**src/rtl/core_run_ctrl_pkg.sv**
```systemverilog
// Shared types and widths for the run/halt/single-step controller.
package core_run_ctrl_pkg;

  localparam int unsigned PC_W  = 32;
  localparam int unsigned CNT_W = 32;

  typedef enum logic [1:0] {
    StHalt = 2'd0,
    StRun  = 2'd1,
    StStep = 2'd2
  } run_state_e;

endpackage

```
**src/rtl/btn_debounce.sv**
```systemverilog
// Push-button conditioner: 2-flop synchronizer, level debouncer and a
// one-cycle registered pulse on each released-to-pressed transition.
module btn_debounce #(
  parameter int unsigned DBNC_CYCLES = 250000
) (
  input  logic clk_i,
  input  logic rst_i,
  input  logic btn_ni,
  output logic press_o
);

  localparam int unsigned CntW = $clog2(DBNC_CYCLES + 1);

  logic [1:0]      sync_q;
  logic            level_q, level_d;
  logic            prev_q;
  logic            press_q, press_d;
  logic [CntW-1:0] cnt_q, cnt_d;

  always_comb begin
    level_d = level_q;
    cnt_d   = '0;
    if (sync_q[1] != level_q) begin
      if (cnt_q == CntW'(DBNC_CYCLES - 1)) begin
        level_d = sync_q[1];
      end else begin
        cnt_d = cnt_q + 1'b1;
      end
    end
    // Level is active-low: a 1 -> 0 flip seen one cycle late is a press.
    press_d = prev_q & ~level_q;
  end

  always_ff @(posedge clk_i) begin
    if (rst_i) begin
      sync_q  <= 2'b11;
      level_q <= 1'b1;
      prev_q  <= 1'b1;
      press_q <= 1'b0;
      cnt_q   <= '0;
    end else begin
      sync_q  <= {sync_q[0], btn_ni};
      level_q <= level_d;
      prev_q  <= level_q;
      press_q <= press_d;
      cnt_q   <= cnt_d;
    end
  end

  assign press_o = press_q;

endmodule

```
**src/rtl/core_run_ctrl.sv**
```systemverilog
// Run/halt/single-step controller: gates the core enable, counts retired
// instructions and records the PC each time the core is halted.
module core_run_ctrl
  import core_run_ctrl_pkg::*;
#(
  parameter int unsigned DBNC_CYCLES  = 250000,
  parameter int unsigned STEP_TIMEOUT = 64,
  parameter bit          RESET_RUN    = 1'b0
) (
  input  logic             clk_i,
  input  logic             rst_i,
  input  logic             btn_run_ni,
  input  logic             btn_step_ni,
  input  logic             insn_vld_i,
  input  logic [PC_W-1:0]  pc_debug_i,
  output logic             core_en_o,
  output logic [1:0]       state_o,
  output logic [CNT_W-1:0] retired_cnt_o,
  output logic [PC_W-1:0]  halt_pc_o,
  output logic             step_timeout_o
);

  localparam int unsigned StepW = $clog2(STEP_TIMEOUT + 1);

  logic             run_press, step_press;
  logic             core_en;
  run_state_e       state_q, state_d;
  logic [StepW-1:0] step_cnt_q, step_cnt_d;
  logic [PC_W-1:0]  halt_pc_q, halt_pc_d;
  logic             step_to_q, step_to_d;
  logic [CNT_W-1:0] retired_cnt_q, retired_cnt_d;

  btn_debounce #(
    .DBNC_CYCLES(DBNC_CYCLES)
  ) u_dbnc_run (
    .clk_i  (clk_i),
    .rst_i  (rst_i),
    .btn_ni (btn_run_ni),
    .press_o(run_press)
  );

  btn_debounce #(
    .DBNC_CYCLES(DBNC_CYCLES)
  ) u_dbnc_step (
    .clk_i  (clk_i),
    .rst_i  (rst_i),
    .btn_ni (btn_step_ni),
    .press_o(step_press)
  );

  assign core_en = (state_q != StHalt);

  always_comb begin
    state_d    = state_q;
    step_cnt_d = step_cnt_q;
    halt_pc_d  = halt_pc_q;
    step_to_d  = step_to_q;
    unique case (state_q)
      StHalt: begin
        if (run_press) begin
          state_d = StRun;
        end else if (step_press) begin
          state_d    = StStep;
          step_cnt_d = '0;
          step_to_d  = 1'b0;
        end
      end
      StRun: begin
        if (run_press) begin
          state_d   = StHalt;
          halt_pc_d = pc_debug_i;
        end
      end
      StStep: begin
        // A retire on the last allowed cycle still counts as a clean step.
        if (insn_vld_i) begin
          state_d   = StHalt;
          halt_pc_d = pc_debug_i;
        end else if (step_cnt_q == StepW'(STEP_TIMEOUT - 1)) begin
          state_d   = StHalt;
          halt_pc_d = pc_debug_i;
          step_to_d = 1'b1;
        end else begin
          step_cnt_d = step_cnt_q + 1'b1;
        end
      end
      default: state_d = StHalt;
    endcase
    retired_cnt_d = retired_cnt_q + {{(CNT_W-1){1'b0}}, (insn_vld_i & core_en)};
  end

  always_ff @(posedge clk_i) begin
    if (rst_i) begin
      state_q       <= RESET_RUN ? StRun : StHalt;
      step_cnt_q    <= '0;
      halt_pc_q     <= '0;
      step_to_q     <= 1'b0;
      retired_cnt_q <= '0;
    end else begin
      state_q       <= state_d;
      step_cnt_q    <= step_cnt_d;
      halt_pc_q     <= halt_pc_d;
      step_to_q     <= step_to_d;
      retired_cnt_q <= retired_cnt_d;
    end
  end

  assign core_en_o      = core_en;
  assign state_o        = state_q;
  assign retired_cnt_o  = retired_cnt_q;
  assign halt_pc_o      = halt_pc_q;
  assign step_timeout_o = step_to_q;

endmodule

```
**config.mk**
```make
export PLATFORM = sky130hd
export DESIGN_NAME = core_run_ctrl
export DESIGN_NICKNAME = d
export VERILOG_FILES = /design/src/rtl/core_run_ctrl_pkg.sv /design/src/rtl/btn_debounce.sv /design/src/rtl/core_run_ctrl.sv
export SDC_FILE = /design/constraint.sdc
export NUM_CORES = 1
export LEC_CHECK = 0
export BUFFER_PORTS_ARGS = -buffer_cell sky130_fd_sc_hd__buf_4
export CAP_MARGIN = 15
export CORE_MARGIN = 2
export CORE_UTILIZATION = 56
export CTS_CLUSTER_SIZE = 10
export DETAILED_ROUTE_END_ITERATION = 10
export PLACE_DENSITY = 0.8
export SYNTH_ARGS = -nofsm -noshare
export SYNTH_HDL_FRONTEND = slang
export SYNTH_SLANG_ARGS = --single-unit
```
**constraint.sdc**
```tcl
create_clock -name clk_i -period 3.5 [get_ports clk_i]
set_input_delay 0.525 -clock clk_i [delete_from_list [all_inputs] [get_ports clk_i]]
set_output_delay 0.525 -clock clk_i [all_outputs]
set_load 0.01 [all_outputs]
```
==> metrics.log, run 1 <==
INFO  metric crit_path_max_incr_delay = 620 ps
INFO  metric irDropWorstVdd = 0.000332 V
INFO  metric internal_power = 2.54 mW
INFO  metric multi_input_logic_area = 3080 um2
INFO  metric swShare = 20.9%
INFO  metric hold_path_class = input port to flip-flop
INFO  metric worstSetupPathType = flip-flop to flip-flop
INFO  metric cts.repair.resized = 0
INFO  metric max-clock-path-buffers = 2
INFO  metric power.sequential.fraction = 42.8%
INFO  metric synth.ff_latch_count = 120
INFO  metric total_power = 3.21 mW
INFO  metric initial_core_util = 58.1%
INFO  metric crit_fanout = 14
INFO  metric critical_path_required = 3950 ps
INFO  metric min-delay-start = btn_run_ni
INFO  metric core-area = 9820 um2
INFO  metric synth_enable_flop_cells = 0
INFO  metric wirelength = 14500 um
INFO  metric vias = 5645
INFO  metric first_global_vias = 5120
INFO  metric detailed_place.area = 6560 um2
INFO  metric worst_slew_margin_rel = 43.5%
INFO  metric place_hpwl = 9370 um
INFO  metric crit-reg2reg-launch = state_o[0]
INFO  metric tritoncts = yes
INFO  metric period_minus_slack = 2500 ps
INFO  metric area_of_the_mapped_netlist = 5710 um2
INFO  metric min_to = u_dbnc_run.sync_q[0]
INFO  metric drt_iter0_drc = 487
INFO  metric setup-violations-final = 0
INFO  metric cts_buffers = 17
INFO  metric fp.dieArea = 11000 um2
INFO  metric track_usage = 26.2%
INFO  metric critical_path.top_delay_family = simple AND/OR/NAND/NOR gates
INFO  metric grt_first_pass_wirelength = 23900 um
INFO  metric synth_cell_type_count = 47
INFO  metric avgRoutedWirePerCell = 16.1 um
INFO  metric rows = 36
INFO  metric synthArstFlopShare = 0%
INFO  metric synth.net_count = 713
INFO  metric finClkSkew = 6.46 ps
INFO  metric crit_path_frequent_cell = sky130_fd_sc_hd__ha_1
INFO  metric share_of_post_route_cells_with_drive_strength_above_1 = 21.3%
INFO  metric routabilityCongestion = 0.861
INFO  metric reg2reg_depth = 8
INFO  metric fin_tns_setup = 0 ps
INFO  metric vias_per_cell = 6.26
INFO  metric clock_latency = 530 ps
INFO  metric ports = 105
INFO  metric fillerInstances = 782
INFO  metric slew_violations = 0
INFO  metric status = complete, no violations
INFO  metric cts.clk_slew.worst_paths = 60 ps
INFO  metric unrepaired_setup_endpoints_after_global_routing = no
INFO  metric critPathSlowestCell = sky130_fd_sc_hd__or4_1
INFO  metric post_cts_setup_repair_bufs = 0
INFO  metric place.port_buffers = 104
INFO  metric yosys_most_used_dff = sky130_fd_sc_hd__dfxtp_1
INFO  metric crit_path_start_kind = flip-flop
INFO  metric synthesis.area_per_instance = 8.52 um2
INFO  metric min_period_over_period = 71.5%
INFO  metric cp.buffers_inverters = 0
INFO  metric antenna_left = 0
INFO  metric yosys_synthesis_warning_count = 0
INFO  metric cts-root-buf = sky130_fd_sc_hd__clkbuf_8
INFO  metric combinational_share_of_power = 2.5%
INFO  metric finish.net_count = 799
INFO  metric numClockSinks = 120
INFO  metric power.leakage = 2.50 nW
INFO  metric most-common-layout-cells = sky130_fd_sc_hd__dfxtp_1, sky130_fd_sc_hd__buf_4, sky130_fd_sc_hd__nand3_1, sky130_fd_sc_hd__nor2_1, sky130_fd_sc_hd__a31oi_1
INFO  metric worstPathCellList = or2_2 > and2_1 > ha_1 > ha_1 > and3_1 > nand3_1 > or4_1 > a21oi_1
INFO  metric grt_max_degree = 81
INFO  metric max_cap_violations = 0
INFO  metric critical_path_arrival = 2950 ps
INFO  metric mostFrequentLayoutCell = sky130_fd_sc_hd__dfxtp_1
INFO  metric pwr_density_cell = 448 nW/um2
INFO  metric drt-pass1-iter-count = 5
INFO  metric globalRoute.totalOverflow = 0
INFO  metric syn_inst = 670
INFO  metric destination_of_the_worst_register_to_register_timing_path = retired_cnt_o[28]
INFO  metric end_kind = flip-flop
INFO  metric worstSetupStartpoint = state_o[0]
INFO  metric h_tree_levels = 4
INFO  metric p_clk_share = 54.7%
INFO  metric transition_time_of_the_tightest_slew_check_pin = 848 ps
INFO  metric n_antenna_cell = 0
INFO  metric die-height = 105 um
INFO  metric switching_power = 0.669 mW
INFO  metric synth-seq-area-share = 42.1%
INFO  metric regToRegSetupSlack = 1000 ps
INFO  metric post_cts_hold_buffer_count = 0
INFO  metric number_of_antenna_violations_at_the_first_check_in_global_routing = 0
INFO  metric fmax = 400 MHz
INFO  metric detail_route.drc_violations = 0
INFO  metric finalHoldViolations = 0
INFO  metric worstHoldPathCells = 2
INFO  metric final_area = 7160 um2
INFO  metric chipWidth = 105 um
INFO  metric register_area = 2400 um2
INFO  metric syn2layout_area_growth = 25.5%
[through the flow]
| stage | hold WS, ps | utilization [%] | std cells | worst slack, ps |
|---|---|---|---|---|
| after floorplan | 389 | - | 670 | 805 |
| after global placement | 392 | 66.8 | 870 | 1000 |
| after detailed placement | 401 | 66.8 | 870 | 837 |
| after CTS | 166 | 73.0 | 902 | 1000 |
| after global routing | 169 | 73.0 | 902 | 804 |
| final | 174 | 73.0 | 902 | 998 |
[state kept, by name, indices dropped and copies added, names as in the netlist]
signal and count:
halt_pc_o 32, retired_cnt_o 32, state_o 2, step_cnt_q 7, step_timeout_o 1, u_dbnc_run.cnt_q 18
u_dbnc_run.level_q 1, u_dbnc_run.press_o 1, u_dbnc_run.prev_q 1, u_dbnc_run.sync_q 2, u_dbnc_step.cnt_q 18, u_dbnc_step.level_q 1
u_dbnc_step.press_o 1, u_dbnc_step.prev_q 1, u_dbnc_step.sync_q 2
[metal layers]
layer,share of wire [%],routed length [um],GRT usage (%),vias up
met2,50,7210,43.0,223
met5,0,0,0,-
met1,42,6140,32.8,2691
li1,-,-,-,2702
met4,2.0,284,9.81,0
met3,6.1,880,7.11,29
[power by group through the flow]
stage / Sequential (mW) / Combinational (mW) / Clock, mW
floorplan: 1.40 / 0.0331 / 0
global placement: 1.40 / 0.0789 / 0
detailed placement: 1.40 / 0.0798 / 0
CTS: 1.37 / 0.0802 / 1.78
finish: 1.37 / 0.0813 / 1.75
global route: 1.37 / 0.0872 / 1.84
[cell type report]
class | count | share of cell area [%]
inverter | 17 | 0.891
timing repair buffer | 113 | 11.8
multi-input combinational | 487 | 43.0
clock buffer | 20 | 6.36
tap | 133 | 2.32
sequential | 120 | 33.5
clock inverter | 12 | 2.08
[worst register-to-register path, cell delays in order, from the launching register on]
cell	delay [ps]
sky130_fd_sc_hd__dfxtp_1	330
sky130_fd_sc_hd__or2_2	120
sky130_fd_sc_hd__and2_1	170
sky130_fd_sc_hd__ha_1	210
sky130_fd_sc_hd__ha_1	210
sky130_fd_sc_hd__and3_1	240
sky130_fd_sc_hd__nand3_1	360
sky130_fd_sc_hd__or4_1	620
sky130_fd_sc_hd__a21oi_1	170
[cells by family after synthesis]
logic type / synth area share [%]
fa+ha+maj: 1.32
compound gates: 21.1
buf+inv: 4.21
mux: 0.373
xor+xnor: 6.14
flops: 42.1
simple gates: 24.7
[worst max-delay path by stage]
stage                         to  slack (ps)  depth (start not counted)
6_report       retired_cnt_o[28]        1000                          8
5_1_grt        retired_cnt_o[16]         800                          8
4_1_cts        retired_cnt_o[28]        1000                          8
3_5_place_dp   retired_cnt_o[28]         840                          8
3_3_place_gp   retired_cnt_o[26]        1000                          8
2_1_floorplan  retired_cnt_o[24]         800                         11
[synthesized netlist by cell type (all sizes together), types with 2 or more instances]
cell type	instances	share of area, %
xnor2	26	4.0
dfxtp	120	42
and3	5	0.55
a211oi	3	0.39
nor4	13	1.4
nand3	90	7.9
nand2b	3	0.33
or2	8	0.88
nand2	20	1.3
a22o	32	4.9
a22oi	32	4.2
o21ai	15	1.3
a31o	2	0.31
and2	2	0.22
and4	6	0.92
nor2b	5	0.55
or4	17	2.2
o31ai	11	1.4
o311ai	2	0.31
a31oi	36	3.9
o211ai	2	0.35
inv	17	1.1
a21oi	28	2.5
buf	8	0.59
nand4	18	2.1
o31a	2	0.31
clkbuf	38	2.5
nor2	52	3.4
xor2	14	2.1
or3	15	1.6
ha	6	1.3
o21a	3	0.39
nor3	9	0.79
(Power assumes the default switching activity.)
==> run 2, diff against run 1 <==
- CORE_UTILIZATION: 56 -> 50
- PLACE_DENSITY: 0.8 -> 0.76
- clock period: 3.5 -> 2.2 ns (I/O delays scaled with it)
==> run 2 against run 1 <==
Net effect: flip-flop and latch count unchanged; utilization decreased by 7.7 points; combinational power increased by 69%; worst hold slack got worse by 87 ps; cell area increased by 2.6%; global-route usage decreased by 1.8 points; critical path type unchanged; critical endpoint unchanged.
==> metrics.log, run 2 (synthesis results as in run 1) <==
INFO  metric status = complete, no violations
INFO  metric max-clock-path-buffers = 2
INFO  metric final_area = 7350 um2
INFO  metric most-common-layout-cells = sky130_fd_sc_hd__buf_4, sky130_fd_sc_hd__dfxtp_1, sky130_fd_sc_hd__nand3_1, sky130_fd_sc_hd__nor2_1, sky130_fd_sc_hd__a31oi_1
INFO  metric final_cells = 921
INFO  metric cts.clk_slew.worst_paths = 60 ps
INFO  metric fin_tns_setup = 0 ps
INFO  metric total_power = 5.33 mW
INFO  metric max_cap_violations = 0
INFO  metric share_of_post_route_cells_with_drive_strength_above_1 = 23.1%
INFO  metric drt_iter0_drc = 621
INFO  metric tritoncts = yes
INFO  metric place_hpwl = 9710 um
INFO  metric detailed_place.area = 6700 um2
INFO  metric core-area = 11300 um2
INFO  metric fmax = 487 MHz
INFO  metric finalHoldViolations = 0
INFO  metric n_antenna_cell = 0
INFO  metric ports = 105
INFO  metric timing.final.ws_setup = 147 ps
INFO  metric vias_per_cell = 6.14
INFO  metric slew_violations = 0
INFO  metric fp.dieArea = 12300 um2
INFO  metric period_minus_slack = 2050 ps
INFO  metric place.port_buffers = 104
INFO  metric avgRoutedWirePerCell = 16.3 um
INFO  metric power.leakage = 2.58 nW
INFO  metric final_core_utilization = 65.2%
INFO  metric detail_route.drc_violations = 0
INFO  metric drt-pass1-iter-count = 5
INFO  metric antenna_left = 0
INFO  metric wirelength = 15000 um
INFO  metric pwr_density_cell = 726 nW/um2
INFO  metric h_tree_levels = 4
INFO  metric cts-root-buf = sky130_fd_sc_hd__clkbuf_16
INFO  metric critical_path_arrival = 2410 ps
INFO  metric transition_time_of_the_tightest_slew_check_pin = 712 ps
INFO  metric crit_path_start_kind = flip-flop
INFO  metric grt_first_pass_wirelength = 25100 um
INFO  metric unrepaired_setup_endpoints_after_global_routing = no
INFO  metric hold_path_class = input port to flip-flop
INFO  metric worstSetupPathType = flip-flop to flip-flop
INFO  metric die-height = 111 um
INFO  metric syn2layout_area_growth = 28.8%
INFO  metric crit_fanout = 14
INFO  metric placed_cells = 889
INFO  metric globalRoute.totalOverflow = 0
INFO  metric grt_max_degree = 74
INFO  metric fillerInstances = 929
INFO  metric critical_path_required = 2560 ps
INFO  metric cts_buffers = 17
INFO  metric rows = 39
INFO  metric whs = 86.8 ps
INFO  metric mostFrequentLayoutCell = sky130_fd_sc_hd__buf_4
INFO  metric setup-violations-final = 0
INFO  metric vias = 5652
INFO  metric track_usage = 24.4%
INFO  metric finClkSkew = 7.27 ps
INFO  metric min_period_over_period = 93.3%
INFO  metric routabilityCongestion = 0.803
INFO  metric irDropWorstVdd = 0.000657 V
INFO  metric initial_core_util = 50.6%
INFO  metric dp_slack = 65.6 ps
INFO  metric end_kind = flip-flop
INFO  metric finish.net_count = 808
INFO  metric numClockSinks = 120
INFO  metric clock_latency = 430 ps
INFO  metric worst_slew_margin_rel = 52.5%
INFO  metric chipWidth = 111 um
INFO  metric number_of_antenna_violations_at_the_first_check_in_global_routing = 0
INFO  metric first_global_vias = 5251
-- run 2: routing by layer --
metal	GRT usage (%)	routed length (um)
met1	31.2	6590
met4	10.4	275
met2	40.1	7310
met3	5.03	816
met5	0	0
-- run 2: area by class of cell --
class                           instances  area, um2  share of cell area, %
Clock buffer                           17        425                   5.79
Tap cell                              143        179                   2.43
Timing Repair Buffer                  122        941                   12.8
Inverter                               17       63.8                  0.868
Sequential cell                       120       2400                   32.7
Multi-Input combinational cell        487       3120                   42.5
Clock inverter                         15        215                   2.93
-- run 2: critical path, cell delays in order (launching register included) --
cell and delay, ps:
sky130_fd_sc_hd__dfxtp_1 320, sky130_fd_sc_hd__or2_4 110, sky130_fd_sc_hd__and2_4 150, sky130_fd_sc_hd__ha_4 130, sky130_fd_sc_hd__ha_2 190, sky130_fd_sc_hd__and3_4 220
sky130_fd_sc_hd__nand3_4 140, sky130_fd_sc_hd__or4_1 540, sky130_fd_sc_hd__a21oi_1 170
-- run 2: what timing repair did --
item	4_1_cts	5_1_grt
buffers inserted	0	0
gates resized for setup	0	2
hold buffers	0	0
setup endpoints to repair	0	7
endpoints found under the hold margin	0	0
-- run 2: final timing paths --
kind / startpoint / end / slack [ps] / depth (start not counted)
max: state_o[0] / retired_cnt_o[28] / 150 / 8
min reg2reg: u_dbnc_step.prev_q / u_dbnc_step.press_o / 420 / 2
max reg2reg: state_o[0] / retired_cnt_o[28] / 150 / 8
min: btn_step_ni / u_dbnc_step.sync_q[0] / 90 / 2
-- run 2: report_power, final --
part | internal [mW] | leakage, nW | switching [mW]
Sequential | 2.18 | 0.968 | 0.00275
Combinational | 0.0584 | 1.29 | 0.0787
Clock | 1.92 | 0.315 | 1.10
Total | 4.16 | 2.58 | 1.18
==> run 3, diff against run 2 <==
- SETUP_SLACK_MARGIN: default -> 0.4
- SKIP_CTS_REPAIR_TIMING: default -> 1
==> run 3 against run 2 <==
Net effect: final cell count grew 2.8%; register-to-register slack worse by 30 ps; power rose by 0.22%; first-iteration DRC count shrank 24%; die area unchanged; utilization grew 3.9 points; worst hold slack gained 13 ps; critical path depth is the same; highest routed layer unchanged.
==> metrics.log, run 3 (synthesis results as in run 1) <==
INFO  metric status = complete, no violations
INFO  metric pwr_density_cell = 686 nW/um2
INFO  metric cts_buffers = 17
INFO  metric min_period_over_period = 94.7%
INFO  metric fillerInstances = 856
INFO  metric number_of_antenna_violations_at_the_first_check_in_global_routing = 0
INFO  metric core-area = 11300 um2
INFO  metric share_of_post_route_cells_with_drive_strength_above_1 = 30.6%
INFO  metric setup-violations-final = 0
INFO  metric routabilityCongestion = 0.851
INFO  metric tritoncts = yes
INFO  metric finalHoldViolations = 0
INFO  metric critical_path_required = 2520 ps
INFO  metric most-common-layout-cells = sky130_fd_sc_hd__buf_4, sky130_fd_sc_hd__dfxtp_1, sky130_fd_sc_hd__nand3_1, sky130_fd_sc_hd__nor2_1, sky130_fd_sc_hd__a31oi_1
INFO  metric mostFrequentLayoutCell = sky130_fd_sc_hd__buf_4
INFO  metric chipWidth = 111 um
INFO  metric fp.dieArea = 12300 um2
INFO  metric timing.final.ws_setup = 116 ps
INFO  metric numClockSinks = 120
INFO  metric crit_fanout = 5
INFO  metric vias = 5854
INFO  metric syn2layout_area_growth = 36.5%
INFO  metric placed_cells = 891
INFO  metric cts.clk_slew.worst_paths = 60 ps
INFO  metric finClkSkew = 8.62 ps
INFO  metric worst_slew_margin_rel = 59.7%
INFO  metric cts-root-buf = sky130_fd_sc_hd__clkbuf_16
INFO  metric clock_latency = 410 ps
INFO  metric rows = 39
INFO  metric place.port_buffers = 104
INFO  metric initial_core_util = 50.6%
INFO  metric period_minus_slack = 2080 ps
INFO  metric max-clock-path-buffers = 2
INFO  metric regToRegSetupSlack = 120 ps
INFO  metric drt_iter0_drc = 469
INFO  metric vias_per_cell = 6.18
INFO  metric critical_path_arrival = 2410 ps
INFO  metric wirelength = 15900 um
INFO  metric grt_max_degree = 74
INFO  metric hold_path_class = input port to flip-flop
INFO  metric avgRoutedWirePerCell = 16.8 um
INFO  metric worstSetupPathType = flip-flop to flip-flop
INFO  metric irDropWorstVdd = 0.000592 V
INFO  metric finish.net_count = 835
INFO  metric power.leakage = 2.74 nW
INFO  metric transition_time_of_the_tightest_slew_check_pin = 599 ps
INFO  metric grt_first_pass_wirelength = 24400 um
INFO  metric dp_slack = 88.8 ps
INFO  metric max_cap_violations = 0
INFO  metric track_usage = 23.7%
INFO  metric unrepaired_setup_endpoints_after_global_routing = yes
INFO  metric ports = 105
INFO  metric fin_tns_setup = 0 ps
INFO  metric globalRoute.totalOverflow = 0
INFO  metric h_tree_levels = 4
INFO  metric fmax = 480 MHz
INFO  metric antenna_left = 0
INFO  metric crit_path_start_kind = flip-flop
INFO  metric detail_route.drc_violations = 0
INFO  metric drt-pass1-iter-count = 5
INFO  metric slew_violations = 0
INFO  metric n_antenna_cell = 0
INFO  metric first_global_vias = 5332
INFO  metric die-height = 111 um
INFO  metric end_kind = flip-flop
INFO  metric place_hpwl = 9650 um
INFO  metric final_cells = 947
-- run 3: metrics by stage --
| step | power (mW) | hold slack [ps] | instance area, um2 | utilization (%) |
|---|---|---|---|---|
| final | 5.35 | 100 | 7790 | 69.1 |
| after CTS | 5.38 | 84.8 | 7380 | 65.4 |
| after global placement | 2.36 | 394 | 6730 | 59.7 |
| after floorplan | 2.28 | 389 | 5830 | - |
| after detailed placement | 2.36 | 393 | 6730 | 59.7 |
| after global routing | 5.50 | 84.9 | 7790 | 69.1 |
-- run 3: worst max-delay path, cell delays in order (launching register included) --
cell and delay, ps:
sky130_fd_sc_hd__dfxtp_2 330, sky130_fd_sc_hd__or2_4 120, sky130_fd_sc_hd__and2_4 150, sky130_fd_sc_hd__ha_4 140
sky130_fd_sc_hd__nand4_1 190, sky130_fd_sc_hd__or3_4 420, sky130_fd_sc_hd__buf_6 130, sky130_fd_sc_hd__or3_1 310
sky130_fd_sc_hd__a21oi_1 200
-- run 3: metal layers --
metal | global-route usage (%) | share of wire (%) | vias to the layer above | wire length [um]
met1 | 28.4 | 41 | 2820 | 6530
met2 | 39.8 | 50 | 201 | 7980
li1 | - | - | 2791 | -
met3 | 6.29 | 6.1 | 42 | 965
met5 | 0 | 0 | - | 0
met4 | 10.7 | 2.6 | 0 | 421
-- run 3: report_power, final --
group | switching, mW | leakage [nW] | internal (mW)
sequential | 0.00304 | 0.977 | 2.18
combinational | 0.0786 | 1.45 | 0.0646
clock | 0.940 | 0.320 | 2.08
total | 1.02 | 2.74 | 4.33
-- run 3: area by class of cell --
cell class	instances	area (um2)	area share, %
repair buffers	146	1140	14.7
well taps	143	179	2.30
flip-flops and latches	120	2430	31.2
clock buffers	22	474	6.09
clock inverters	9	170	2.18
multi-input cells	490	3330	42.8
inverters	17	63.8	0.819
-- run 3: worst paths after layout --
path / from / endpoint / cells after the start
setup / recovery: state_o[1] / retired_cnt_o[15] / 8
hold / removal: btn_step_ni / u_dbnc_step.sync_q[0] / 2
setup reg to reg: state_o[1] / retired_cnt_o[15] / 8
hold reg to reg: u_dbnc_step.sync_q[0] / u_dbnc_step.sync_q[1] / 1
